## src/rtl/fetch_pkg.sv

```systemverilog
// fetch_pkg: shared types for the instruction fetch stage.
//   fetch_state_t    : fetch FSM states (IDLE, REQ, WAIT)
//   DEFAULT_RESET_PC : fetch PC used when no RESET_PC override is given
//   fetch_entry_t    : {pc, instr} pair for the default 32/32 configuration
package fetch_pkg;

   typedef enum logic [1:0] {
      IDLE = 2'd0,
      REQ  = 2'd1,
      WAIT = 2'd2
   } fetch_state_t;

   localparam logic [31:0] DEFAULT_RESET_PC = 32'h0000_0000;

   typedef struct packed {
      logic [31:0] pc;
      logic [31:0] instr;
   } fetch_entry_t;

endpackage

```

## src/rtl/fetch_fifo.sv

```systemverilog
// fetch_fifo: DEPTH-entry synchronous FIFO that holds fetched instructions.
//   clk, reset  : clock, async active-low reset
//   flush       : empties the FIFO; wins over a same-cycle push or pop
//   push/data   : write one entry (caller guarantees no push when full
//                 unless a pop happens in the same cycle)
//   pop         : consume the head (ignored while empty)
//   head/valid  : head entry and non-empty flag; head holds the last shown
//                 entry while the FIFO is empty
//   count       : number of stored entries (0..DEPTH)
module fetch_fifo #(
   parameter int DEPTH = 2,
   parameter int W     = 64
) (
   input  logic                     clk,
   input  logic                     reset,
   input  logic                     flush,
   input  logic                     push,
   input  logic [W-1:0]             push_data,
   input  logic                     pop,
   output logic [W-1:0]             head,
   output logic                     valid,
   output logic [$clog2(DEPTH):0]   count
);

   localparam int PW = $clog2(DEPTH);
   localparam int CW = PW + 1;

   logic [DEPTH-1:0][W-1:0] mem;
   logic [PW-1:0]           wr_ptr;
   logic [PW-1:0]           rd_ptr;
   logic [W-1:0]            last_head;
   logic                    do_pop;

   assign valid  = (count != '0);
   assign do_pop = pop && valid;

   // Decode must see a stable head while nothing is valid, so the last
   // displayed entry is kept and shown instead of a stale memory slot.
   assign head = valid ? mem[rd_ptr] : last_head;

   always_ff @(posedge clk or negedge reset) begin
      if (!reset) begin
         mem       <= '0;
         wr_ptr    <= '0;
         rd_ptr    <= '0;
         count     <= '0;
         last_head <= '0;
      end else begin
         if (valid)
            last_head <= mem[rd_ptr];
         if (flush) begin
            wr_ptr <= '0;
            rd_ptr <= '0;
            count  <= '0;
         end else begin
            if (push) begin
               mem[wr_ptr] <= push_data;
               wr_ptr      <= wr_ptr + PW'(1);
            end
            if (do_pop)
               rd_ptr <= rd_ptr + PW'(1);
            case ({push, do_pop})
               2'b10:   count <= count + CW'(1);
               2'b01:   count <= count - CW'(1);
               default: count <= count;
            endcase
         end
      end
   end

endmodule

```

## src/rtl/instr_fetch.sv

```systemverilog
// instr_fetch: fetch stage. Owns the fetch PC, issues one word-addressed
// instruction-memory request at a time, and queues {pc, instr} for decode.
//   clk, reset           : clock, async active-low reset
//   redirect_valid/_pc   : taken branch/jump target from next-address stage
//   imem_req/_addr       : memory request (registered state decode)
//   imem_gnt             : memory accepted the request
//   imem_rvalid/_rdata   : in-order response, at least one cycle after gnt
//   instr_valid/instr/pc : FIFO head presented to decode
//   instr_ready          : decode consumes the head
module instr_fetch
   import fetch_pkg::*;
#(
   parameter int                ADDR_W   = 32,
   parameter int                DATA_W   = 32,
   parameter int                DEPTH    = 2,
   parameter logic [ADDR_W-1:0] RESET_PC = ADDR_W'(DEFAULT_RESET_PC)
) (
   input  logic              clk,
   input  logic              reset,
   input  logic              redirect_valid,
   input  logic [ADDR_W-1:0] redirect_pc,
   output logic              imem_req,
   output logic [ADDR_W-1:0] imem_addr,
   input  logic              imem_gnt,
   input  logic              imem_rvalid,
   input  logic [DATA_W-1:0] imem_rdata,
   output logic              instr_valid,
   output logic [DATA_W-1:0] instr,
   output logic [ADDR_W-1:0] instr_pc,
   input  logic              instr_ready
);

   localparam int            CW      = $clog2(DEPTH) + 1;
   localparam logic [CW:0]   DEPTH_V = (CW+1)'(DEPTH);

   typedef struct packed {
      logic [ADDR_W-1:0] pc;
      logic [DATA_W-1:0] instr;
   } entry_t;

   fetch_state_t      state, state_nxt;
   logic [ADDR_W-1:0] fetch_pc, fetch_pc_nxt;
   logic [ADDR_W-1:0] req_pc;
   logic              outstanding, outstanding_nxt;
   logic              discard, discard_nxt;
   logic              granted, resp, push, pop, credit;
   logic [CW-1:0]     count, count_nxt;
   logic [CW:0]       credit_sum;
   entry_t            push_entry, head_entry;

   assign granted = (state == REQ) && imem_gnt;
   // rvalid is only meaningful while a request is in flight; anything else
   // (e.g. a response from before a reset) is ignored.
   assign resp    = outstanding && imem_rvalid;
   assign push    = resp && !discard && !redirect_valid;
   assign pop     = instr_valid && instr_ready;

   assign push_entry.pc    = req_pc;
   assign push_entry.instr = imem_rdata;

   fetch_fifo #(
      .DEPTH (DEPTH),
      .W     (ADDR_W + DATA_W)
   ) u_fifo (
      .clk       (clk),
      .reset     (reset),
      .flush     (redirect_valid),
      .push      (push),
      .push_data (push_entry),
      .pop       (pop),
      .head      (head_entry),
      .valid     (instr_valid),
      .count     (count)
   );

   assign instr    = head_entry.instr;
   assign instr_pc = head_entry.pc;

   assign imem_req  = (state == REQ);
   assign imem_addr = fetch_pc;

   // FIFO occupancy after this edge, with flush taking priority.
   always_comb begin
      count_nxt = count;
      if (redirect_valid)
         count_nxt = '0;
      else if (push && !pop)
         count_nxt = count + CW'(1);
      else if (pop && !push)
         count_nxt = count - CW'(1);
   end

   // PC and in-flight bookkeeping.
   always_comb begin
      fetch_pc_nxt    = fetch_pc;
      outstanding_nxt = outstanding;
      discard_nxt     = discard;
      if (granted) begin
         outstanding_nxt = 1'b1;
         fetch_pc_nxt    = fetch_pc + ADDR_W'(1);
      end
      if (resp) begin
         outstanding_nxt = 1'b0;
         discard_nxt     = 1'b0;
      end
      if (redirect_valid) begin
         fetch_pc_nxt = redirect_pc;
         // Whatever is still in flight after this edge belongs to the old
         // path. Only one request can be in flight, so this saturates.
         discard_nxt  = outstanding_nxt;
      end
   end

   // Credit counts FIFO slots plus the in-flight request, so a response
   // always has somewhere to land.
   assign credit_sum = {1'b0, count_nxt} + {{CW{1'b0}}, outstanding_nxt};
   assign credit     = (credit_sum < DEPTH_V);

   always_comb begin
      state_nxt = state;
      case (state)
         IDLE:    if (credit) state_nxt = REQ;
         REQ:     if (granted) state_nxt = WAIT;
         WAIT:    if (resp) state_nxt = credit ? REQ : IDLE;
         default: state_nxt = IDLE;
      endcase
      if (redirect_valid)
         state_nxt = outstanding_nxt ? WAIT : (credit ? REQ : IDLE);
   end

   always_ff @(posedge clk or negedge reset) begin
      if (!reset) begin
         state       <= IDLE;
         fetch_pc    <= RESET_PC;
         req_pc      <= RESET_PC;
         outstanding <= 1'b0;
         discard     <= 1'b0;
      end else begin
         state       <= state_nxt;
         fetch_pc    <= fetch_pc_nxt;
         outstanding <= outstanding_nxt;
         discard     <= discard_nxt;
         if (granted)
            req_pc <= fetch_pc;
      end
   end

endmodule

```

## config.mk

```make
export PLATFORM = sky130hd
export DESIGN_NAME = instr_fetch
export DESIGN_NICKNAME = d
export VERILOG_FILES = /design/src/rtl/fetch_pkg.sv /design/src/rtl/fetch_fifo.sv /design/src/rtl/instr_fetch.sv
export SDC_FILE = /design/constraint.sdc
export NUM_CORES = 1
export LEC_CHECK = 0
export ABC_AREA = 1
export BUFFER_PORTS_ARGS = -buffer_cell sky130_fd_sc_hd__buf_2
export CORE_UTILIZATION = 45
export CTS_CLUSTER_DIAMETER = 150
export DETAILED_ROUTE_END_ITERATION = 8
export PLACE_DENSITY_LB_ADDON = 0.12
export SETUP_SLACK_MARGIN = 0.3
export SLEW_MARGIN = 10
export SYNTH_ARGS = -nofsm -noshare
export SYNTH_HDL_FRONTEND = slang
export SYNTH_SLANG_ARGS = --single-unit
```

## constraint.sdc

```tcl
create_clock -name clk -period 1.9 [get_ports clk]
set_input_delay 0.095 -clock clk [delete_from_list [all_inputs] [get_ports clk]]
set_output_delay 0.095 -clock clk [all_outputs]
set_load 0.03 [all_outputs]
```

==> results by group, run 1 <==
Outcome
  • Status: finished, violations left
  • Failing checks: setup timing

GRT
  • GRT overflow: 0
  • GR Util met3: 0.0382
  • Met2 usage: 0.397
  • Met1 Use GR: 0.358
  • Largest net degree at the start of global routing: 101
  • First-pass GRT wire length: 51,700 um
  • Gr busiest metal: met2
  • Initial antenna violation count: 0
  • Vias in the first global route: 9,941
  • GRT Overall Usage: 0.248

Power and ir drop
  • Combinational share of power: 0.502
  • Leak: 7.60 nW
  • Overall power: 30.5 mW
  • Switching fraction of total power: 0.428
  • PwrDens: 1870 nW/um^2
  • Max IR drop VDD: 1.27 mV
  • P_int: 17.4 mW
  • Seq pwr share: 0.313
  • Clk pwr share: 0.184
  • Sw Pwr: 13.1 mW

Worst setup path
  • Critical path launch point: u_fifo.count[0]$_DFFE_PN0P_
  • Worst Setup Start Kind: register
  • CP max FO: 9
  • CP Class: reg2out
  • WP data required: 1800 ps
  • Arrival time worst endpoint: 1940 ps
  • Endpoint class of the critical path: output port
  • Reg-to-Reg Start: u_fifo.count[0]$_DFFE_PN0P_

Die
  • Core area: 24,400 sq um
  • Placement row count: 57
  • Die Span X: 160 um
  • Initial Util: 0.459
  • Die area: 25,500 sq um
  • Top Ports: 168
  • Die height: 160 um

Synthesis
  • Seq cells post-synth: 264
  • Largest cells by area after synthesis: dfrtp_1 (59%), nand2_1 (11%), o21ai_0 (6.7%)
  • Post-synthesis cell count: 1,283
  • Syn_nets: 1,355
  • Sequential fraction of the synthesis area: 0.590
  • Yosys cell types: 29
  • Area of the mapped netlist: 11,200 sq um
  • Async set-reset flop share out of synthesis: 1.00
  • Area leader, netlist: dfrtp_1
  • Avg Inst Size Synth: 8.73 sq um
  • Yosys top cell area share: 0.590
  • Ys Warns: 0
  • Number of flops mapped to enable cells by yosys: 0
  • Main flop type after synthesis: dfrtp_1

STA
  • RSZ-0062 raised after global routing: true
  • Least-Margin Pin Slew: 479 ps
  • Final setup vio count: 64
  • Fmax: 491 MHz
  • Crit share post-route: 1.07
  • Slew margin rel.: 0.680
  • Fin. Hold Viols: 0
  • Slew Limit Fails: 0
  • Setup TNS Final: -6540 ps
  • Worst setup margin: -136 ps
  • Post-Route Skew: 12.5 ps
  • Tmin final: 2040 ps

Final layout
  • Commonest cells after routing, fill and taps aside: nand2_1 (324), dfrtp_1 (249), o21ai_0 (151)
  • N_diodes: 0
  • Final nets: 1,618
  • Final Cell Area: 16,300 sq um
  • Syn-to-layout area delta: 45.5%
  • Layout cells sized above 1: 0.313
  • Commonest non-fill, non-tap cell in the layout: nand2_1

Place
  • GP Congestion: 0.860
  • Placed cell area: 13,400 sq um
  • Detail Placement HPWL: 18,900 um
  • IO Port Bufs: 167

Worst hold path
  • Min-delay worst type: in2async

Flow run
  • Total of max-cap violations: 0

Routing
  • Vias per cell: 5.17
  • DRC: 0
  • DRT iter0 DRCs: 614
  • Final ANT Viol Nets: 0
  • Vias: 9,784
  • Drt pass-1 iters: 5
  • Wire per inst: 17.2 um
  • WL final: 32,500 um

CTS
  • Worst skew pair latency: 530 ps
  • Num CTS Buffers: 29
  • Clock Tree Buf Depth: 3
  • CTS tree: done
  • H-tree depth: 1
  • Clock root cell: clkbuf_16
  • Reg clk slew, reported paths: 60 ps
  • CTS Sinks: 264
[registers in the layout, summed over array words and instances (netlist names)]
signal and flops:
req_pc 32, discard 1, state 2, u_fifo.mem 128, u_fifo.rd_ptr 1, outstanding 1, u_fifo.count 2, imem_addr 32
u_fifo.last_head 64, u_fifo.wr_ptr 1
[through the flow]
stage,worst slack [ps],util,std cells,hold slack (ps)
after global routing,-193,0.668,1891,84.4
after global placement,236,0.548,1739,26.8
final,-136,0.668,1891,58.5
after CTS,-130,0.647,1876,57.9
after detailed placement,173,0.548,1739,26.0
after floorplan,271,-,1283,-201
[area by class of cell]
cell class	instances	area, sq um
clock buffer	45	876
sequential	264	6630
timing repair buffer	303	2690
multi-input combinational	831	5160
fill	1973	8090
inverter	117	457
clock inverter	7	85.1
tap	324	405
[worst max-delay path, stage by stage, from the launching register on]
cell and delay (ps):
dfrtp_1 380, inv_2 60, ha_4 210, inv_8 170
clkbuf_16 220, nor2_2 60, a21oi_4 150, buf_6 150
[power groups by stage]
stage	sequential [mW]	clock, mW	combinational (mW)
after CTS	9.38	5.73	14.7
after global routing	9.82	5.98	16.5
final	9.56	5.63	15.3
after global placement	9.27	0	12.2
after floorplan	9.31	0	8.85
after detailed placement	9.32	0	12.3
[path summary, 6_finish.rpt]
path | end | slack (ps) | depth (start not counted)
max in group asynchronous | u_fifo.mem[92]$_DFFE_PN0P_ | 1140 | 3
hold reg to reg | req_pc[6]$_DFFE_PN0P_ | 480 | 2
setup / recovery | instr[22] | -140 | 7
min in group clk | imem_addr[21]$_DFFE_PN0P_ | 80 | 4
setup reg to reg | state[0]$_DFFE_PN0P_ | 190 | 14
hold / removal | u_fifo.last_head[8]$_DFF_PN0_ | 60 | 2
[repair_timing]
item                                    in CTS  in global routing
gates cloned                                 5                  4
gates resized for setup                    176                 86
endpoints found under the setup margin      77                180
hold buffers                                69                  0
pin swaps                                   12                 19
buffers inserted                            11                 11
endpoints found under the hold margin      364                  0
[metal layers]
metal	up-vias	share of wire
met3	45	0.058
met2	314	0.47
met4	0	0.016
met5	-	0
met1	4734	0.46
li1	4691	-
[cells in the mapped netlist (11+ instances only)]
library cell / count
a21oi_1: 132
clkbuf_1: 56
dfrtp_1: 264
inv_1: 111
nand2_1: 331
nand3_1: 31
nor2_1: 84
nor3_1: 11
o21ai_0: 151
o21ai_1: 16
o221ai_1: 11
xor2_1: 22
[cell families (layout without fill, tap and decap cells)]
group	count (synthesis)	count (layout)	synth area share
compound gates	324	324	0.152
xor+xnor	23	23	0.0180
fa+ha+maj	2	2	0.00223
buf+inv	188	472	0.0635
flops	264	264	0.590
simple gates	482	482	0.175
No activity file was read; power rests on OpenSTA's default activity.
==> run 2: changes to the inputs <==
--- a/config.mk
+++ b/config.mk
@@ -7,7 +7,7 @@
 export LEC_CHECK = 0
 export ABC_AREA = 1
 export BUFFER_PORTS_ARGS = -buffer_cell sky130_fd_sc_hd__buf_2
-export CORE_UTILIZATION = 45
+export CORE_UTILIZATION = 57
 export CTS_CLUSTER_DIAMETER = 150
 export DETAILED_ROUTE_END_ITERATION = 8
 export PLACE_DENSITY_LB_ADDON = 0.12
==> run 2 against run 1 <==
The run still ends with setup timing left. Sequential cell count unchanged. Final cell count decreased by 3.2%. Highest routed layer unchanged. Sequential power increased by 2%. Global-route usage increased by 8.1 points. Utilization increased by 20 points. Non-clock buffer count increased by 8. Clock skew decreased by 1.6 ps. Count of clock-buffer cells in the layout decreased by 4. Via count increased by 8.2%. Clock power decreased by 9.4%. Die area decreased by 21%.
==> results by group, run 2 (synthesis gave the netlist of run 1 again) <==
Final layout
  • Top reg by flops: u_fifo.mem
  • Commonest cells after routing, fill and taps aside: nand2_1 (321), dfrtp_1 (250), o21ai_0 (151)
  • Total of fill cells in the finished design: 904
  • Commonest non-fill, non-tap cell in the layout: nand2_1
  • Storage cell area: 6630 sq um
  • Syn-to-layout area delta: 47.4%
  • Largest register FFs: 128
  • Layout cells sized above 1: 0.329
  • N_diodes: 0
  • Final nets: 1,626
  • Multi-input logic area: 5270 sq um
  • Biggest regs: u_fifo.mem x128, u_fifo.last_head x64

Die
  • Placement row count: 50
  • Die area: 20,200 sq um
  • Top Ports: 168
  • Die height: 142 um
  • Core area: 19,000 sq um
  • Die Span X: 142 um
  • Initial Util: 0.591

Outcome
  • Failing checks: setup timing
  • Status: finished, violations left

STA
  • Crit share post-route: 1.06
  • Tmin final: 2020 ps
  • Fmax: 496 MHz
  • Post-Route Skew: 11.0 ps
  • Least-Margin Pin Slew: 422 ps
  • RSZ-0062 raised after global routing: true
  • Slew margin rel.: 0.719
  • Slew Limit Fails: 0
  • Final setup vio count: 64
  • Fin. Hold Viols: 0
  • Worst setup margin: -116 ps
  • Setup TNS Final: -4920 ps

Routing
  • Drt pass-1 iters: 5
  • DRT iter0 DRCs: 845
  • Vias per cell: 5.78
  • DRC: 0
  • Final ANT Viol Nets: 0
  • Wire per inst: 19.6 um
  • Vias: 10.6k
  • WL final: 36,000 um

CTS
  • Worst skew pair latency: 540 ps
  • CTS tree: done
  • H-tree depth: 1
  • Clock Tree Buf Depth: 3
  • Num CTS Buffers: 28
  • Reg clk slew, reported paths: 60 ps
  • CTS Sinks: 264
  • Clock root cell: clkbuf_16

Place
  • Detail Placement HPWL: 17,700 um
  • Post-Place Worst Slack: 178 ps
  • GP Congestion: 0.907
  • IO Port Bufs: 167

Flow run
  • Total of max-cap violations: 0

Worst setup path
  • R2R depth: 13
  • Worst Setup Start Kind: register
  • CP max FO: 18
  • CP Class: reg2out
  • Arrival time worst endpoint: 1920 ps
  • WP data required: 1800 ps
  • Endpoint class of the critical path: output port

Power and ir drop
  • Switching fraction of total power: 0.440
  • P_int: 17.6 mW
  • Combinational share of power: 0.529
  • Sw Pwr: 13.8 mW
  • Leak: 7.70 nW
  • Seq pwr share: 0.309
  • Clk pwr share: 0.162
  • Max IR drop VDD: 1.03 mV
  • PwrDens: 1900 nW/um^2

Worst hold path
  • Min-delay worst type: in2async

GRT
  • GRT overflow: 0
  • First-pass GRT wire length: 52,000 um
  • Largest net degree at the start of global routing: 111
  • GRT Overall Usage: 0.329
  • Vias in the first global route: 10.4k
  • Initial antenna violation count: 0
-- run 2: changes by cell type in the layout (fill, tap and decap cells not counted), sizes merged --
cell,change
buf,+5
bufinv,-2
clkbuf,-3
clkinv,-1
clkinvlp,+3
dlygate4sd3,+2
inv,-1
-- run 2: worst max-delay path: stages, from the launching register on --
cell and delay, ps:
dfrtp_1 370, inv_2 60, ha_4 190, inv_4 150
buf_12 200, nor2_2 70, a21oi_4 170, buf_6 160
-- run 2: final timing paths --
check                                                 start                             to  slack (ps)
worst max register to register  u_fifo.count[0]$_DFFE_PN0P_           state[0]$_DFFE_PN0P_         110
worst min-delay path                                  reset  u_fifo.last_head[7]$_DFF_PN0_          90
max in group asynchronous                             reset      imem_addr[22]$_DFFE_PN0P_        1110
worst min register to register   u_fifo.mem[59]$_DFFE_PN0P_     u_fifo.mem[59]$_DFFE_PN0P_         490
worst max-delay path            u_fifo.count[0]$_DFFE_PN0P_                      instr[16]        -120
min in group clk                            redirect_pc[13]      imem_addr[13]$_DFFE_PN0P_         310
-- run 2: what timing repair did --
| action | 4_1_cts | 5_1_grt |
|---|---|---|
| pin swaps | 17 | 34 |
| cloned | 6 | 8 |
| endpoints found under the hold margin | 365 | 0 |
| hold buffers | 71 | 0 |
| setup endpoints to repair | 81 | 165 |
| resized for setup | 249 | 82 |
| buffers inserted | 14 | 16 |
-- run 2: area by class of cell --
class	count	area share
Sequential cell	264	0.401
Clock inverter	5	0.00189
Multi-Input combinational cell	831	0.319
Inverter	117	0.0277
Clock buffer	41	0.0485
Timing Repair Buffer	311	0.182
Tap cell	260	0.0197
Timing Repair inverter	1	0.000455
-- run 2: per-layer routing --
metal  track usage  wire length (um)  up-vias
met5             0                 0        -
met2         0.558             17700      597
met1         0.430             13900     5156
met3        0.0525              2920      122
met4         0.120              1430        0
li1              -                 -     4707
-- run 2: per-stage QoR --
stage	hold slack (ps)	total power, mW	utilization	instances	cell area (sq um)
final	88.9	31.4	0.871	1830	16500
after global routing	124	32.8	0.871	1830	16500
after CTS	75.6	30.0	0.838	1806	15900
after detailed placement	37.3	21.5	0.698	1669	13200
after global placement	39.6	21.2	0.698	1669	13200
after floorplan	-201	18.2	-	1283	12000
-- run 2: power groups by stage --
stage	clock (mW)	combinational [mW]	sequential [mW]
global placement	0	11.9	9.29
global route	5.32	17.6	9.90
floorplan	0	8.85	9.31
finish	5.10	16.6	9.71
detailed placement	0	12.1	9.39
CTS	5.11	15.4	9.47
